**src/rtl/pipe_pkg.sv**
```systemverilog
// Shared definitions for the pipeline registers of the five-stage core.
// Holds the default datapath and register-address widths, the packed
// control bundle carried from EX through MEM into WB, and the bubble value
// for that bundle.
package pipe_pkg;

    localparam int DATA_W_DEF = 32;
    localparam int REG_AW_DEF = 5;

    // Control bits that reach the memory and writeback stages.
    // The MEM/WB register carries the same bundle.
    typedef struct packed {
        logic reg_write;
        logic mem_write;
        logic mem_read;
        logic mem_to_reg;
    } ctrl_t;

    // A bubble must never write memory or the register file.
    localparam ctrl_t CTRL_BUBBLE = '0;

endpackage : pipe_pkg

```
**src/rtl/sat_counter.sv**
```systemverilog
// Saturating up-counter used for pipeline performance statistics
// (bubble count here, stall counts in the hazard unit).
// State updates on the falling edge of clk, like the pipeline registers.
// Ports:
//   clk   - clock (falling edge active)
//   clear - synchronous clear to zero, dominates inc
//   inc   - add one, sticks at all-ones instead of wrapping
//   count - current counter value
module sat_counter #(
    parameter int CNT_W = 16
) (
    input  logic             clk,
    input  logic             clear,
    input  logic             inc,
    output logic [CNT_W-1:0] count
);

    logic [CNT_W-1:0] count_q;
    logic [CNT_W-1:0] count_d;

    always_comb begin
        count_d = count_q;
        if (inc && (count_q != {CNT_W{1'b1}})) begin
            count_d = count_q + 1'b1;
        end
    end

    always_ff @(negedge clk) begin
        if (clear) begin
            count_q <= '0;
        end else begin
            count_q <= count_d;
        end
    end

    assign count = count_q;

endmodule : sat_counter

```
**src/rtl/third_pipe.sv**
```systemverilog
// EX/MEM pipeline register.
// Captures the execute-stage results and control on the falling edge of CLK,
// with flush (bubble insertion), stall (hold), a valid bit, a single-shot
// branch/jump redirect pulse and a saturating count of inserted bubbles.
// Ports:
//   CLK, RST                     - clock (falling edge) and synchronous reset
//   stall3, flush3, valid3       - hold / bubble / upstream-valid controls
//   ALUresult3, zero3, Rdata23, Wreg_addr3, target3 - EX datapath inputs
//   JtoPC3, Branch3, RegWrite3, MemWrite3, MemRead3, MemtoReg3 - ID/EX control
//   ALUresult3_4, Wdata3_4, Wreg_addr3_4 - registered datapath to MEM
//   RegWrite3_4 .. MemtoReg3_4   - registered control, gated by valid3_4
//   valid3_4                     - slot holds a real instruction
//   redirect3_4, redirect_PC3_4  - one-edge redirect pulse and its target
//   bubble_cnt                   - saturating count of flush-inserted bubbles
module third_pipe
    import pipe_pkg::*;
#(
    parameter int DATA_W = DATA_W_DEF,
    parameter int REG_AW = REG_AW_DEF,
    parameter int CNT_W  = 16
) (
    input  logic              CLK,
    input  logic              RST,
    input  logic              stall3,
    input  logic              flush3,
    input  logic              valid3,
    input  logic [DATA_W-1:0] ALUresult3,
    input  logic              zero3,
    input  logic [DATA_W-1:0] Rdata23,
    input  logic [REG_AW-1:0] Wreg_addr3,
    input  logic [DATA_W-1:0] target3,
    input  logic              JtoPC3,
    input  logic              Branch3,
    input  logic              RegWrite3,
    input  logic              MemWrite3,
    input  logic              MemRead3,
    input  logic              MemtoReg3,
    output logic [DATA_W-1:0] ALUresult3_4,
    output logic [DATA_W-1:0] Wdata3_4,
    output logic [REG_AW-1:0] Wreg_addr3_4,
    output logic              RegWrite3_4,
    output logic              MemWrite3_4,
    output logic              MemRead3_4,
    output logic              MemtoReg3_4,
    output logic              valid3_4,
    output logic              redirect3_4,
    output logic [DATA_W-1:0] redirect_PC3_4,
    output logic [CNT_W-1:0]  bubble_cnt
);

    logic [DATA_W-1:0] alu_q, alu_d;
    logic [DATA_W-1:0] wdata_q, wdata_d;
    logic [REG_AW-1:0] waddr_q, waddr_d;
    ctrl_t             ctrl_q, ctrl_d;
    logic              valid_q, valid_d;
    logic              redirect_q, redirect_d;
    logic [DATA_W-1:0] redirect_pc_q, redirect_pc_d;
    logic              redirect_done_q, redirect_done_d;

    ctrl_t ctrl_in;
    logic  taken;

    assign ctrl_in = '{reg_write: RegWrite3, mem_write: MemWrite3,
                       mem_read: MemRead3, mem_to_reg: MemtoReg3};
    assign taken   = valid3 & ((Branch3 & zero3) | JtoPC3);

    always_comb begin
        alu_d           = alu_q;
        wdata_d         = wdata_q;
        waddr_d         = waddr_q;
        ctrl_d          = ctrl_q;
        valid_d         = valid_q;
        redirect_d      = redirect_q;
        redirect_pc_d   = redirect_pc_q;
        redirect_done_d = redirect_done_q;

        if (flush3) begin
            // Data fields are don't-care in a bubble; holding them saves muxing.
            valid_d         = 1'b0;
            ctrl_d          = CTRL_BUBBLE;
            redirect_d      = 1'b0;
            redirect_done_d = 1'b0;
        end else if (stall3) begin
            // The held instruction already issued its redirect (if any), so
            // redirect_done stays set and the pulse is not repeated.
            redirect_d = 1'b0;
        end else begin
            alu_d           = ALUresult3;
            wdata_d         = Rdata23;
            waddr_d         = Wreg_addr3;
            ctrl_d          = valid3 ? ctrl_in : CTRL_BUBBLE;
            valid_d         = valid3;
            redirect_d      = taken;
            redirect_done_d = taken;
            if (taken) begin
                redirect_pc_d = target3;
            end
        end
    end

    always_ff @(negedge CLK) begin
        if (RST) begin
            alu_q           <= '0;
            wdata_q         <= '0;
            waddr_q         <= '0;
            ctrl_q          <= CTRL_BUBBLE;
            valid_q         <= 1'b0;
            redirect_q      <= 1'b0;
            redirect_pc_q   <= '0;
            redirect_done_q <= 1'b0;
        end else begin
            alu_q           <= alu_d;
            wdata_q         <= wdata_d;
            waddr_q         <= waddr_d;
            ctrl_q          <= ctrl_d;
            valid_q         <= valid_d;
            redirect_q      <= redirect_d;
            redirect_pc_q   <= redirect_pc_d;
            redirect_done_q <= redirect_done_d;
        end
    end

    // Only flush-inserted bubbles count; upstream invalid slots do not.
    sat_counter #(
        .CNT_W (CNT_W)
    ) u_bubble_cnt (
        .clk   (CLK),
        .clear (RST),
        .inc   (flush3),
        .count (bubble_cnt)
    );

    assign ALUresult3_4   = alu_q;
    assign Wdata3_4       = wdata_q;
    assign Wreg_addr3_4   = waddr_q;
    // Gating by valid guarantees an empty slot has no side effects downstream.
    assign RegWrite3_4    = ctrl_q.reg_write  & valid_q;
    assign MemWrite3_4    = ctrl_q.mem_write  & valid_q;
    assign MemRead3_4     = ctrl_q.mem_read   & valid_q;
    assign MemtoReg3_4    = ctrl_q.mem_to_reg & valid_q;
    assign valid3_4       = valid_q;
    assign redirect3_4    = redirect_q;
    assign redirect_PC3_4 = redirect_pc_q;

endmodule : third_pipe

```
**config.mk**
```make
export PLATFORM = sky130hd
export DESIGN_NAME = third_pipe
export DESIGN_NICKNAME = d
export VERILOG_FILES = /design/src/rtl/pipe_pkg.sv /design/src/rtl/sat_counter.sv /design/src/rtl/third_pipe.sv
export SDC_FILE = /design/constraint.sdc
export NUM_CORES = 1
export LEC_CHECK = 0
export CAP_MARGIN = 20
export CORE_ASPECT_RATIO = 1.4
export CORE_MARGIN = 3
export CORE_UTILIZATION = 37
export DETAILED_ROUTE_END_ITERATION = 7
export PLACE_DENSITY = 0.77
export SYNTH_ARGS = -nofsm -noshare
export SYNTH_HDL_FRONTEND = slang
export SYNTH_HIERARCHICAL = 1
export SYNTH_SLANG_ARGS = --single-unit
```
**constraint.sdc**
```tcl
create_clock -name CLK -period 1.99 [get_ports CLK]
set_clock_uncertainty 0.1 [all_clocks]
set_input_delay 0.398 -clock CLK [delete_from_list [all_inputs] [get_ports CLK]]
set_output_delay 0.398 -clock CLK [all_outputs]
set_load 0.05 [all_outputs]
```
==> results of run 1 <==
cells in the mapped netlist (all sizes together) (3+ instances only):
| cell | count | area share |
|---|---|---|
| a21oi | 82 | 0.084 |
| a22oi | 3 | 0.0046 |
| a31oi | 4 | 0.0051 |
| and2 | 4 | 0.0051 |
| and3 | 3 | 0.0041 |
| buf | 13 | 0.025 |
| clkbuf | 27 | 0.021 |
| dfxtp | 123 | 0.51 |
| inv | 3 | 0.0023 |
| mux2i | 34 | 0.070 |
| nand2 | 145 | 0.11 |
| nand2b | 65 | 0.084 |
| nand3 | 7 | 0.0092 |
| nand4 | 4 | 0.0051 |
| nor2 | 7 | 0.0054 |
| nor2b | 3 | 0.0039 |
| nor3 | 12 | 0.012 |
| o31ai | 4 | 0.0062 |
| or3 | 4 | 0.0054 |
per-stage QoR:
stage,setup TNS [ns],utilization
detailed placement,-140.95,0.7042
global placement,-136.30,0.7042
floorplan,-52.95,-
cell families after synthesis:
group                      after synthesis  synth area share
buffers and inverters                   43           0.04831
and+or+nand+nor                        263            0.2605
adders and majority gates                1          0.002569
muxes                                   34           0.06989
xor gates and xnor gates                 1          0.001799
DFF                                    123            0.5057
AOI/OAI and AO/OA                      100            0.1113
==> qor.yml, run 1 <==
synthesis.area_um2: 4870
ctsResizeCount: 323
place_ws_ns: -1.269
post-cts-setup-buffers: 85
synth.yosys.seq_area_share: 0.5057
place.gp.congestion: 0.7845
avgSynthCellArea_um2: 8.619
lastStage: "4_1_cts"
syn_nets: 679
die_w_um: 103.0
clockRootBuffer: "clkbuf_16"
numPortBuffers: 235
synth_ff_type: "dfxtp_1"
synth_warnings: 6
io_pins: 236
synth-async-reset-ratio: 0
place_area_um2: 9066
error_line: "[ERROR DPL-0033] detailed placement checks failed during check placement."
dp.cells: 954
dp_hpwl_um: 13180
synth_cells: 565
clock-sinks: 123
cts_inserted_buffers: 17
initial_core_util: 0.3782
netlist-cell-type-count: 39
synth_edf_count: 0
synth-seq-cells: 123
outcome: "stopped before the end"
h-tree-depth: 4
ctsHoldBuffers: 0
row_count: 49
clk_path_buf_depth: 2
die_height_um: 141.7
==> run 2, diff against run 1 <==
--- a/config.mk
+++ b/config.mk
@@ -6,11 +6,10 @@
 export NUM_CORES = 1
 export LEC_CHECK = 0
 export CAP_MARGIN = 20
-export CORE_ASPECT_RATIO = 1.4
 export CORE_MARGIN = 3
-export CORE_UTILIZATION = 37
+export CORE_UTILIZATION = 40
 export DETAILED_ROUTE_END_ITERATION = 7
-export PLACE_DENSITY = 0.77
+export PLACE_DENSITY_LB_ADDON = 0.15
 export SYNTH_ARGS = -nofsm -noshare
 export SYNTH_HDL_FRONTEND = slang
 export SYNTH_HIERARCHICAL = 1
==> constraint.sdc (replaced) <==
create_clock -name CLK -period 2.6 [get_ports CLK]
set_clock_uncertainty 0.1 [all_clocks]
set_input_delay 0.52 -clock CLK [delete_from_list [all_inputs] [get_ports CLK]]
set_output_delay 0.52 -clock CLK [all_outputs]
set_load 0.05 [all_outputs]
==> qor.yml, run 2 <==
outcome: "complete, but fails checks"
violations: "negative setup slack"
ant_nets: 0
syn_to_final_growth_pct: 123.7
final_cell_mix: "nand2_1 (145), buf_12 (135), inv_1 (127)"
setup_tns_ns: -36.37
final_common_cell: "nand2_1"
switching_share: 0.3476
die_height_um: 116.3
cts_inserted_buffers: 17
tritoncts: "done"
diodes: 0
synth_area_leaders: "dfxtp_1 (51%), nand2_1 (11%), a21oi_1 (8.4%)"
numPortBuffers: 235
r2r_start: "u_bubble_cnt/count[1]"
powerDensity_nw_per_um2: 616.7
initial_core_util: 0.4176
synth.yosys.seq_area_share: 0.5057
clk_pin_slew_ns: 0.08
h-tree-depth: 4
reg2regPathDepth: 8
power.leakage_uw: 0.004750
power_frac_seq: 0.304
synthTopCellsByCount: "nand2_1 (145), dfxtp_1 (123), a21oi_1 (82)"
place.gp.congestion: 0.9243
drt-total-wl_um: 27160
rsz0062_at_grt: "yes"
routedWlPerCell_um: 23.44
r2r_setup_slack_ns: 0.25
setup_ws_ns: -0.4899
netlist.area_leader.share: 0.5057
synth_cells: 565
tightest_slew_ns: 0.7005
vias: 6535
synth_edf_count: 0
worst-setup-path-type: "flop to primary output"
global_route.usage.total: 0.3087
startpoint: "ctrl_q[1]"
synth-async-reset-ratio: 0
drive_above_1_share: 0.3986
grt_max_degree: 72
row_count: 39
dieArea_um2: 13530
netlist-cell-type-count: 39
clockRootBuffer: "clkbuf_16"
nets: 1119
fill_cells: 367
viasPerCell: 5.638
power.internal_uw: 4384
die_w_um: 116.3
clk_path_buf_depth: 2
yosysMostFrequentCell: "nand2_1"
synthesis.area_um2: 4870
core_um2: 11660
dp_hpwl_um: 12030
final_cells: 1159
maxCapViolations: 0
setup_viol: 181
synth-seq-cells: 123
dp.cells: 943
ir_worst_vdd_v: 0.0004174
cp-start-kind: "flop"
drc: 0
yosysTopAreaCell: "dfxtp_1"
endpoint: "MemRead3_4"
total_power_uw: 6719
endpoint_kind: "primary output"
maxSlewViolCount: 0
avgSynthCellArea_um2: 8.619
clock-sinks: 123
p_comb_frac: 0.163
synth_ff_type: "dfxtp_1"
synth_warnings: 6
cp_data_arrival_time_ns: 2.47
switching_power_uw: 2335
drtIter0Drc: 697
clockPowerShare: 0.533
clk_latency_ns: 0.48
firstDrtPassIters: 5
hp-class: "flop to flop"
first_global_vias: 6551
ctsHoldBuffers: 0
io_pins: 236
relSlewSlack: 0.5294
syn_nets: 679
hold_viol: 0
grt_pass1_wl_um: 32470
grt.overflow.total: 0
cp_data_required_time_ns: 1.98
critPathMaxFanout: 2
antenna_found_initial: 0
r2r_end: "u_bubble_cnt/count[1]"
==> run 2: cell counts after synthesis <==
No cell type changed its count.
==> run 2: stage by stage <==
step	hold WS, ns	util	setup WS (ns)	instance area [um^2]
final	0.3716	0.9342	-0.4899	10900
after global routing	0.3910	0.9342	-0.4976	10900
after CTS	0.3679	0.8944	-0.4082	10430
after detailed placement	0.3809	0.7588	-1.070	8850
after global placement	0.3662	0.7588	-1.019	8850
after floorplan	0.3409	-	-0.5715	5011
==> run 2: cells by family (layout without fill, tap and decap cells) <==
| logic type | after synthesis | count (layout) | share of synthesized area |
|---|---|---|---|
| buf+inv | 43 | 494 | 0.04831 |
| mux | 34 | 34 | 0.06989 |
| flops | 123 | 123 | 0.5057 |
| compound gates | 100 | 100 | 0.1113 |
| fa+ha+maj | 1 | 1 | 0.002569 |
| simple gates | 263 | 263 | 0.2605 |
| xor+xnor | 1 | 1 | 0.001799 |
==> run 2: area by class of cell <==
| cell class | count | area [um^2] | area share |
|---|---|---|---|
| Multi-Input combinational cell | 399 | 2310 | 0.2120 |
| Tap cell | 143 | 178.9 | 0.01642 |
| Sequential cell | 123 | 2661 | 0.2443 |
| Clock buffer | 17 | 425.4 | 0.03904 |
| Inverter | 1 | 3.754 | 0.0003445 |
| Clock inverter | 136 | 633.1 | 0.05811 |
| Timing Repair Buffer | 340 | 4683 | 0.4298 |
==> run 2: how the worst min path moves through the flow <==
stage / from / end / slack, ns / depth (start not counted)
3_5_place_dp: ctrl_q[1] / ctrl_q[1] / 0.38 / 2
6_report: ALUresult3_4[6] / ALUresult3_4[6] / 0.37 / 2
3_3_place_gp: ctrl_q[1] / ctrl_q[1] / 0.37 / 2
2_1_floorplan: ctrl_q[1] / ctrl_q[1] / 0.34 / 2
4_1_cts: Wdata3_4[24] / Wdata3_4[24] / 0.37 / 2
5_1_grt: ALUresult3_4[6] / ALUresult3_4[6] / 0.39 / 2
==> run 2: repair_timing <==
item | 4_1_cts | 5_1_grt
endpoints found under the setup margin | 246 | 179
gates resized for setup | 150 | 41
cloned | 4 | 6
setup buffers | 27 | 32
pin swaps | 7 | 6
==> run 2: per-layer routing <==
metal | GRT usage | share of wire | up-vias | routed length, um
met3 | 0.1358 | 0.10 | 166 | 2733
met2 | 0.5625 | 0.51 | 502 | 13910
li1 | - | - | 2766 | -
met5 | 0 | 0 | - | 0
met1 | 0.2827 | 0.32 | 3101 | 8645
met4 | 0.1787 | 0.069 | 0 | 1872
==> run 2: critical path, cell delays in order (launching register included) <==
cell     delay (ns)
dfxtp_1        0.39
and2_4         0.18
buf_12         0.13
==> run 2: power groups by stage <==
stage	Clock, uW	Sequential [uW]	Combinational, uW
after floorplan	291	2260	199
final	3580	2040	1100
after global placement	291	2060	918
after detailed placement	291	2070	933
after global routing	3790	2040	1130
after CTS	3270	2050	986
Power figures use the tool's default switching activity.
